**src/rtl/outbus_uart_pkg.sv**
```systemverilog
// rtl/outbus_uart_pkg.sv - shared FSM states, control bit positions and helpers for outbus_uart_tx
package outbus_uart_pkg;

    typedef enum logic [2:0] {
        ST_IDLE   = 3'd0,
        ST_START  = 3'd1,
        ST_DATA   = 3'd2,
        ST_PARITY = 3'd3,
        ST_STOP   = 3'd4
    } uart_state_e;

    localparam int         CTRL_CLR_OVF = 0;
    localparam int         CTRL_FLUSH   = 1;
    localparam logic [7:0] CTRL_OFFSET  = 8'd1;

    // Even parity: the parity bit makes the total count of ones even.
    function automatic logic even_parity(input logic [7:0] b);
        return ^b;
    endfunction

endpackage

```
**src/rtl/outbus_fifo.sv**
```systemverilog
// rtl/outbus_fifo.sv - synchronous byte FIFO with flush, used as the UART transmit buffer
module outbus_fifo
    import outbus_uart_pkg::*;
#(
    parameter int WIDTH   = 8,
    parameter int FIFO_AW = 2
) (
    input  logic             clk,
    input  logic             reset_n,
    input  logic             push,
    input  logic [WIDTH-1:0] push_data,
    input  logic             pop,
    output logic [WIDTH-1:0] pop_data,
    input  logic             flush,
    output logic             full,
    output logic             empty
);

    localparam int DEPTH = 1 << FIFO_AW;

    logic [WIDTH-1:0]   r_mem [DEPTH];
    logic [FIFO_AW-1:0] r_wr_ptr;
    logic [FIFO_AW-1:0] r_rd_ptr;
    logic [FIFO_AW:0]   r_count;
    logic               w_do_pop;
    logic               w_do_push;

    // Occupancy never exceeds DEPTH, so the count MSB alone marks full.
    assign full     = r_count[FIFO_AW];
    assign empty    = (r_count == '0);
    assign pop_data = r_mem[r_rd_ptr];

    // Flush wins over pop; a pop in the same cycle frees the slot a full-FIFO push needs.
    assign w_do_pop  = pop && !empty && !flush;
    assign w_do_push = push && !flush && (!full || w_do_pop);

    // Pointer and occupancy bookkeeping.
    always_ff @(posedge clk or negedge reset_n) begin
        if (!reset_n) begin
            r_wr_ptr <= '0;
            r_rd_ptr <= '0;
            r_count  <= '0;
        end else if (flush) begin
            r_wr_ptr <= '0;
            r_rd_ptr <= '0;
            r_count  <= '0;
        end else begin
            if (w_do_push) begin
                r_wr_ptr <= r_wr_ptr + FIFO_AW'(1);
            end
            if (w_do_pop) begin
                r_rd_ptr <= r_rd_ptr + FIFO_AW'(1);
            end
            case ({w_do_push, w_do_pop})
                2'b10:   r_count <= r_count + (FIFO_AW + 1)'(1);
                2'b01:   r_count <= r_count - (FIFO_AW + 1)'(1);
                default: r_count <= r_count;
            endcase
        end
    end

    // Storage array; contents are don't-care until written, so it has no reset.
    always_ff @(posedge clk) begin
        if (w_do_push) begin
            r_mem[r_wr_ptr] <= push_data;
        end
    end

endmodule

```
**src/rtl/outbus_uart_tx.sv**
```systemverilog
// rtl/outbus_uart_tx.sv - output-bus UART transmitter, 8N1 or 8E1 when OUTBUS_UART_PARITY_EN is defined
module outbus_uart_tx
    import outbus_uart_pkg::*;
#(
    parameter logic [7:0]  BASE_ADDR    = 8'h10,
    parameter logic [15:0] CLKS_PER_BIT = 16'd434,
    parameter int          FIFO_AW      = 2
) (
    input  logic       clk,
    input  logic       reset_n,
    input  logic [7:0] outbus_addr,
    input  logic [7:0] outbus_data,
    input  logic       outbus_we,
    output logic       uart_tx,
    output logic       tx_busy,
    output logic       fifo_full,
    output logic       fifo_empty,
    output logic       overflow
);

    localparam logic [7:0]  CTRL_ADDR = BASE_ADDR + CTRL_OFFSET;
    localparam logic [15:0] BAUD_LAST = CLKS_PER_BIT - 16'd1;

    uart_state_e r_state;
    uart_state_e w_state_next;
    logic [15:0] r_baud;
    logic [2:0]  r_bit;
    logic [2:0]  w_bit_next;
    logic [7:0]  r_shift;
    logic [7:0]  w_shift_next;
    logic        r_tx;
    logic        w_tx_next;
    logic        r_overflow;

    logic        w_data_wr;
    logic        w_ctrl_wr;
    logic        w_flush;
    logic        w_clr_ovf;
    logic        w_pop;
    logic        w_full;
    logic        w_empty;
    logic        w_drop;
    logic        w_baud_last;
    logic [7:0]  w_head;

    assign w_data_wr   = outbus_we && (outbus_addr == BASE_ADDR);
    assign w_ctrl_wr   = outbus_we && (outbus_addr == CTRL_ADDR);
    assign w_flush     = w_ctrl_wr && outbus_data[CTRL_FLUSH];
    assign w_clr_ovf   = w_ctrl_wr && outbus_data[CTRL_CLR_OVF];
    assign w_baud_last = (r_baud == BAUD_LAST);
    // A write into a full FIFO is only lost if nothing is popped in the same cycle.
    assign w_drop      = w_data_wr && w_full && !w_pop;

    outbus_fifo #(
        .WIDTH   (8),
        .FIFO_AW (FIFO_AW)
    ) u_fifo (
        .clk       (clk),
        .reset_n   (reset_n),
        .push      (w_data_wr),
        .push_data (outbus_data),
        .pop       (w_pop),
        .pop_data  (w_head),
        .flush     (w_flush),
        .full      (w_full),
        .empty     (w_empty)
    );

    // Next-state logic; every non-idle state ends on the last baud tick.
    always_comb begin
        w_state_next = r_state;
        w_bit_next   = r_bit;
        w_shift_next = r_shift;
        w_pop        = 1'b0;
        case (r_state)
            ST_IDLE: begin
                if (!w_empty && !w_flush) begin
                    w_pop        = 1'b1;
                    w_shift_next = w_head;
                    w_state_next = ST_START;
                end
            end
            ST_START: begin
                if (w_baud_last) begin
                    w_state_next = ST_DATA;
                end
            end
            ST_DATA: begin
                if (w_baud_last) begin
                    // Wraps 7 -> 0, so the counter is already clear when DATA ends.
                    w_bit_next = r_bit + 3'd1;
                    if (r_bit == 3'd7) begin
`ifdef OUTBUS_UART_PARITY_EN
                        w_state_next = ST_PARITY;
`else
                        w_state_next = ST_STOP;
`endif
                    end
                end
            end
`ifdef OUTBUS_UART_PARITY_EN
            ST_PARITY: begin
                if (w_baud_last) begin
                    w_state_next = ST_STOP;
                end
            end
`endif
            ST_STOP: begin
                if (w_baud_last) begin
                    // Chain straight into the next START so frames are gapless.
                    if (!w_empty && !w_flush) begin
                        w_pop        = 1'b1;
                        w_shift_next = w_head;
                        w_state_next = ST_START;
                    end else begin
                        w_state_next = ST_IDLE;
                    end
                end
            end
            default: begin
                w_state_next = ST_IDLE;
            end
        endcase
    end

    // Line level for the state being entered, so the flop output is valid on entry.
    always_comb begin
        w_tx_next = 1'b1;
        case (w_state_next)
            ST_START:  w_tx_next = 1'b0;
            ST_DATA:   w_tx_next = w_shift_next[w_bit_next];
`ifdef OUTBUS_UART_PARITY_EN
            ST_PARITY: w_tx_next = even_parity(w_shift_next);
`endif
            default:   w_tx_next = 1'b1;
        endcase
    end

    // State, baud/bit counters, shift register and registered serial line.
    always_ff @(posedge clk or negedge reset_n) begin
        if (!reset_n) begin
            r_state <= ST_IDLE;
            r_baud  <= '0;
            r_bit   <= '0;
            r_shift <= '0;
            r_tx    <= 1'b1;
        end else begin
            r_state <= w_state_next;
            r_baud  <= ((r_state == ST_IDLE) || w_baud_last) ? 16'd0 : (r_baud + 16'd1);
            r_bit   <= w_bit_next;
            r_shift <= w_shift_next;
            r_tx    <= w_tx_next;
        end
    end

    // Sticky overflow flag, cleared only through the control register.
    always_ff @(posedge clk or negedge reset_n) begin
        if (!reset_n) begin
            r_overflow <= 1'b0;
        end else if (w_clr_ovf) begin
            r_overflow <= 1'b0;
        end else if (w_drop) begin
            r_overflow <= 1'b1;
        end
    end

    assign uart_tx    = r_tx;
    assign tx_busy    = (r_state != ST_IDLE) || !w_empty;
    assign fifo_full  = w_full;
    assign fifo_empty = w_empty;
    assign overflow   = r_overflow;

endmodule
```
**config.mk**
```make
export PLATFORM = sky130hd
export DESIGN_NAME = outbus_uart_tx
export DESIGN_NICKNAME = d
export VERILOG_FILES = /design/src/rtl/outbus_uart_pkg.sv /design/src/rtl/outbus_fifo.sv /design/src/rtl/outbus_uart_tx.sv
export SDC_FILE = /design/constraint.sdc
export NUM_CORES = 1
export LEC_CHECK = 0
export CORE_ASPECT_RATIO = 0.75
export CORE_MARGIN = 8
export CORE_UTILIZATION = 55
export DETAILED_ROUTE_END_ITERATION = 8
export GPL_ROUTABILITY_DRIVEN = 0
export PLACE_DENSITY_LB_ADDON = 0.25
export SLEW_MARGIN = 20
export SYNTH_ARGS = -nofsm -noshare
export SYNTH_HDL_FRONTEND = slang
export SYNTH_HIERARCHICAL = 1
export SYNTH_SLANG_ARGS = --single-unit
export TNS_END_PERCENT = 50
```
**constraint.sdc**
```tcl
create_clock -name clk -period 4.7 [get_ports clk]
set_clock_uncertainty 0.15 [all_clocks]
set_input_delay 0.94 -clock clk [delete_from_list [all_inputs] [get_ports clk]]
set_output_delay 0.94 -clock clk [all_outputs]
set_load 0.1 [all_outputs]
```
# After elaboration in Yosys (flattened, before gate mapping)
# Memories as Yosys holds them, arrays and structs flattened.
# Index checks and enable logic that the tools add are counted.
[word_totals] reg_bits=39 latch_bits=0 ram_bits=32 romBits=0 input_bits=19 out_inout_bits=5 word_cells=82 memories=1
[classes] add_sub_neg=6 mul=0 div_mod_pow=0 order_cmp=1 eq_ne=11 shifts=0 muxes=29 bitwise=0 reduce_logical=25
[mem_list] memory="u_fifo.r_mem" depth=4 word_bits=8 rd=1 rd_ports_with_merged_regs=0 wr=1 line_no="outbus_fifo.sv:21" source="logic [WIDTH-1:0] r_mem [DEPTH];"
[ops] cell="3-bit two-way mux" count=8
[ops] cell="16-bit by 1-bit adder with 16-bit output, second input constant" count=1
[ops] cell="16-bit by 9-bit == test with 1-bit output, second input constant" count=1
[ops] cell="8-bit by 5-bit == test with 1-bit output, second input constant" count=2
[ops] cell="16-bit two-way mux" count=1
[ops] cell="8-bit two-way mux" count=2
[ops] cell="8-bit one-hot mux with 2 select lines" count=1
[ops] cell="3-bit one-hot mux with 4 select lines" count=1
[ops] cell="1-bit logical AND" count=11
[ops] cell="1-bit two-way mux" count=8
[ops] cell="2-bit two-way mux" count=4
[ops] cell="3-bit by 1-bit adder with 3-bit output, second input constant" count=2
[ops] cell="3-bit by 1-bit == test with 1-bit output, second input constant" count=2
[ops] cell="3-bit by 2-bit == test with 1-bit output, second input constant" count=2
[ops] cell="3-bit == test, second input constant" count=2
[ops] cell="3-bit zero test" count=2
[ops] cell="3-bit one-hot mux with 2 select lines" count=1
[ops] cell="2-bit nonzero test" count=3
[ops] cell="3-bit nonzero test" count=2
[ops] cell="2-bit by 1-bit adder with 2-bit output, second input constant" count=2
[ops] cell="1-bit zero test" count=4
[ops] cell="3-bit by 4-bit less-than comparator with 1-bit output, second input constant" count=1
[ops] cell="1-bit one-hot mux with 2 select lines" count=2
[ops] cell="1-bit binary-select mux with 3-bit select" count=1
[ops] cell="4 further kinds" count=6

# Longest topological paths before layout
[logic_depth] word_depth=15 mapped_depth=14

# Modules after synthesis
# The synthesis kept the hierarchy.
[by_module_without_submodules] mod="outbus_fifo" n_inst=1 cells_per_inst=102 area_each_um2=1730.4 seq_area_each_um2=1136.1
[by_module_without_submodules] mod="outbus_uart_tx" n_inst=1 cells_per_inst=145 area_each_um2=1606.5 seq_area_each_um2=802.0

# Worst setup path after synthesis
# OpenSTA, ideal clock, no wires.
[synth_timing] path_kind="register to output" from="reg u_fifo.r_count[2]" to="out tx_busy" t_arrival_ps=4623 slack_ps=-1013 stages_incl_launch_ff=4 path_buffers=1 path_cell_list="dfrtp_1 buf_4 nor3_1 nand2_1"
[synth_via] elab_chain_len=3
[synth_rtl] element="start: declaration" line_no="outbus_fifo.sv:24" source="logic [FIFO_AW:0] r_count;"
[synth_rtl] element="start signal: assignment" line_no="outbus_fifo.sv:55" source="2'b10: r_count <= r_count + (FIFO_AW + 1)'(1);"
[synth_rtl] element="start signal: assignment" line_no="outbus_fifo.sv:56" source="2'b01: r_count <= r_count - (FIFO_AW + 1)'(1);"
[synth_rtl] element="start signal: assignment" line_no="outbus_fifo.sv:57" source="default: r_count <= r_count;"
[synth_rtl] element="3-bit zero test" line_no="outbus_fifo.sv:30" source="assign empty = (r_count == '0);"
[synth_rtl] element="net fifo_empty" line_no="outbus_uart_tx.sv:17" source="output logic fifo_empty,"
[synth_rtl] element="1-bit zero test" line_no="outbus_uart_tx.sv:168" source="assign tx_busy = (r_state != ST_IDLE) || !w_empty;"
[synth_rtl] element="1-bit logical OR" line_no="outbus_uart_tx.sv:168"
[synth_rtl] element="end: declaration" line_no="outbus_uart_tx.sv:15" source="output logic tx_busy,"
# The timed path passes the listed nets, and every way through them passes these cells.

# Worst setup path in the final report
[layout_timing] from="reg r_baud[1]" to="reg u_fifo.r_count[1]"
[layout_via] elab_chain_len=10 elab_cells_between_ends=12 classes_between="eq/ne: 3; mux: 4; reduce/logical: 5"
[layout_rtl] element="start: declaration" line_no="outbus_uart_tx.sv:26" source="logic [15:0] r_baud;"
[layout_rtl] element="start signal: assignment" line_no="outbus_uart_tx.sv:149" source="r_baud <= ((r_state == ST_IDLE) || w_baud_last) ? 16'd0 : (r_baud + 16'd1);"
[layout_rtl] element="16-bit by 9-bit == test with 1-bit output (*)" line_no="outbus_uart_tx.sv:50" source="assign w_baud_last = (r_baud == BAUD_LAST);"
[layout_rtl] element="1-bit two-way mux (*)" line_no="outbus_uart_tx.sv:109" source="if (w_baud_last) begin"
[layout_rtl] element="1-bit one-hot mux with 2 select lines (*)" line_no="outbus_uart_tx.sv:75" source="case (r_state)"
[layout_rtl] element="net w_pop" line_no="outbus_uart_tx.sv:39" source="logic w_pop;"
[layout_rtl] element="1-bit logical AND (*) (2 in a row)" line_no="outbus_fifo.sv:34" source="assign w_do_pop = pop && !empty && !flush;"
[layout_rtl] element="1-bit logical OR" line_no="outbus_fifo.sv:35" source="assign w_do_push = push && !flush && (!full || w_do_pop);"
[layout_rtl] element="1-bit logical AND" line_no="outbus_fifo.sv:35"
[layout_rtl] element="2-bit by 1-bit == test with 1-bit output or 2-bit == test (tied branches)" line_no="outbus_fifo.sv:54" source="case ({w_do_push, w_do_pop})"
[layout_rtl] element="3-bit one-hot mux with 2 select lines" line_no="outbus_fifo.sv:54"
[layout_rtl] element="3-bit two-way mux" line_no="outbus_fifo.sv:43" source="end else if (flush) begin"
# Mark *: on every way through the listed nets, which the timed path passes. The rest lies on a longest branch.
# A chain may end at the register's enable or synchronous reset.

==> results_dict.tcl <==
set metrics [dict create \
    fin_area_sq_um 3810 \
    ys_seq_area_share_pct 58.1 \
    ir_drop_uv 210 \
    tightestPinTransition_ns 0.975 \
    synthTopCellsByArea "edfxtp_1, dfrtp_1, mux4_2" \
    critPathCapture "u_fifo/r_count[1]" \
    crit_chain "inv_1, ha_1, or3b_2, nor4_4, o221ai_2, inv_1, o31ai_1, nor3_1, fa_1, nor3b_1, o21ai_0, nor4b_1" \
    synthSimpleGateAreaFrac_pct 13.5 \
    cts_hold_buf 0 \
    timing.critical_path.mode_cell "inv_1" \
    syn_area_per_cell_sq_um 13.5 \
    cts_buffers 9 \
    regToRegSetupSlack_ns 0.99 \
    holdWs_ns 0.349 \
    finalSetupTns_ns 0 \
    dr.pass1.iters 4 \
    start_kind "flip-flop" \
    synthMuxAreaShare_pct 11.9 \
    wire_per_inst_microns 17.1 \
    r2r-end "u_fifo/r_count[1]" \
    die_h_microns 83.5 \
    initial_utilization_pct 57.3 \
    grt_antenna_before_repair 0 \
    drc_errors 0 \
    critPathRequiredTime_ns 4.78 \
    syn_area_sq_um 3340 \
    ctsHtreeMaxLevel 3 \
    post-place-ws_ns 0.752 \
    critPathLaunch "r_baud[1]" \
    netlist.area_leader.share_pct 28.8 \
    cts_tree "built" \
    finalSetupViolCount 0 \
    rsz0062_at_grt "false" \
    clkLatencyLatePin_ns 0.35 \
    slowest_stage "nor4_4" \
    nFillCells 440 \
    fp.dieW_microns 106 \
    synth_most_common_cell "dfrtp_1" \
    slew_headroom_pct 34.8 \
    dpl.cell_count 338 \
    critPathMaxStageDelay_ns 0.52 \
    synth_compound_area_share_pct 5.96 \
    ant_nets 0 \
    clockRootBuffer "clkbuf_8" \
    synth_top_family_by_area "simple AND/OR/NAND/NOR gates" \
    cts_resized 0 \
    core_sq_um 5830 \
    placed_area_sq_um 3590 \
    synth_cell_types 58 \
    rows 24 \
    p_leak_nw 1.57 \
    cp.arrival_ns 3.79 \
    end_kind "flip-flop" \
    regArea_sq_um 1940 \
    finalNetCount 299 \
    async_reset_ff_share_pct 54.9 \
    critPathKind "flip-flop to flip-flop" \
    ios 24 \
    r2r-start "r_baud[1]" \
    cp_max_fo 10 \
    maxCapViolCount 0 \
    syn-num-nets 275 \
    grt_max_degree 40 \
    antenna_cells 0 \
    yosysWarnings 6 \
    vias 2011 \
    grt_pass1_vias 1987 \
    r2r_cells 12 \
    routed_wl_microns 6040 \
    cts_sinks 71 \
    clk_pin_slew_ns 0.08 \
    fin_ws_ns 0.989 \
    multi_input_area_sq_um 1280 \
    clk_path_buf_depth 2 \
    syn_to_final_growth_pct 14.1 \
    grt_pass1_wl_microns 10300 \
    synthAdderAreaFrac_pct 3.60 \
    synth_cells 247 \
    finalPower_mw 1.21 \
    period_needed_ns 3.71 \
    synth_common_cells "dfrtp_1, edfxtp_1, nor2_1" \
    fp.dieArea_sq_um 8840 \
    finalHoldViolations 0 \
    instances_no_fill 354 \
    viasPerCell 5.68 \
    grt_overflow_total 0 \
    post_cts_buffers 0 \
    initialDrtViolationCount 131 \
    hold_path.class "flip-flop to flip-flop" \
    fin_util_pct 65.3 \
    layout-drive-gt1-share_pct 19.9 \
    grtUsageTotal_pct 15.0 \
    synth_xor_area_share_pct 3.15 \
    ys_ff_latch 71 \
    synth_edf_count 32 \
    synth_flop_cell "dfrtp_1" \
    buffer_ports.inserted 23 \
    period_share_pct 79.0 \
    power_density_nw_per_um2 318 \
    synth_top_area_cell "edfxtp_1" \
    timing.fmax_mhz 269 \
    report.final.slew_viol_count 0 \
    place_hpwl_microns 4210 \
    outcome "completed" \
]
layout by cell type, fill, tap and decap left out, types with 7 or more instances in the layout:
cell             netlist  final
mux4_2                10     10
mux2_4                 8      8
nand2_1               15     15
dfrtp_1               38     38
o21ai_0                7      7
xor2_1                 9      9
edfxtp_1              32     32
clkdlybuf4s50_1        0     22
inv_1                 11     11
a21oi_1               12     12
ha_1                   8      8
clkbuf_8               0      9
nor2_1                19     19
metal layers:
layer / track usage (%) / wire (microns)
met5: 0 / 0
met4: 6.24 / 86
met3: 5.02 / 303
met2: 21.7 / 2720
met1: 20.1 / 2930
registers in the layout (all words and copies together), names as in the netlist:
| signal | cells |
|---|---|
| r_state | 3 |
| r_baud | 16 |
| r_shift | 8 |
| overflow | 1 |
| uart_tx | 1 |
| u_fifo/r_rd_ptr | 2 |
| r_bit | 3 |
| u_fifo/r_mem | 32 |
| u_fifo/r_wr_ptr | 2 |
| u_fifo/r_count | 3 |
cell type report:
class	instances	share of cell area [%]
Timing Repair Buffer	25	6.31
Inverter	11	1.08
Sequential cell	71	50.9
Multi-Input combinational cell	153	33.6
Clock inverter	7	2.30
Clock buffer	9	3.25
Tap cell	78	2.56
power breakdown:
group | leakage (nW) | switching [mW] | internal, mW
logic | 0.661 | 0.0229 | 0.0191
registers | 0.804 | 0.00380 | 0.650
clock network | 0.108 | 0.255 | 0.258
total | 1.57 | 0.282 | 0.927
critical path: cells and delay by family (launching register included):
family	cells	cell delay, ns
buffers and inverters	2	0.35
and+or+nand+nor	5	1.61
AOI/OAI and AO/OA	3	0.45
adders and majority gates	2	0.62
DFF	1	0.42
worst min-delay path by stage:
stage	endpoint	cells after the start	slack, ns	from
after floorplan	r_state[1]	1	0.31	r_state[2]
after global placement	r_shift[3]	1	0.33	r_shift[3]
after detailed placement	r_shift[3]	1	0.33	r_shift[3]
after CTS	r_shift[0]	1	0.35	r_shift[0]
after global routing	r_shift[0]	1	0.36	r_shift[0]
final	r_shift[0]	1	0.35	r_shift[0]
cell families (layout without fill, tap and decap cells):
kind of cell    Yosys count  count (layout)
simple gates             78              78
flops                    71              71
compound gates           31              31
mux                      23              23
buf+inv                  23              52
xor+xnor                 12              12
fa+ha+maj                 9               9
Power figures use the tool's default switching activity.
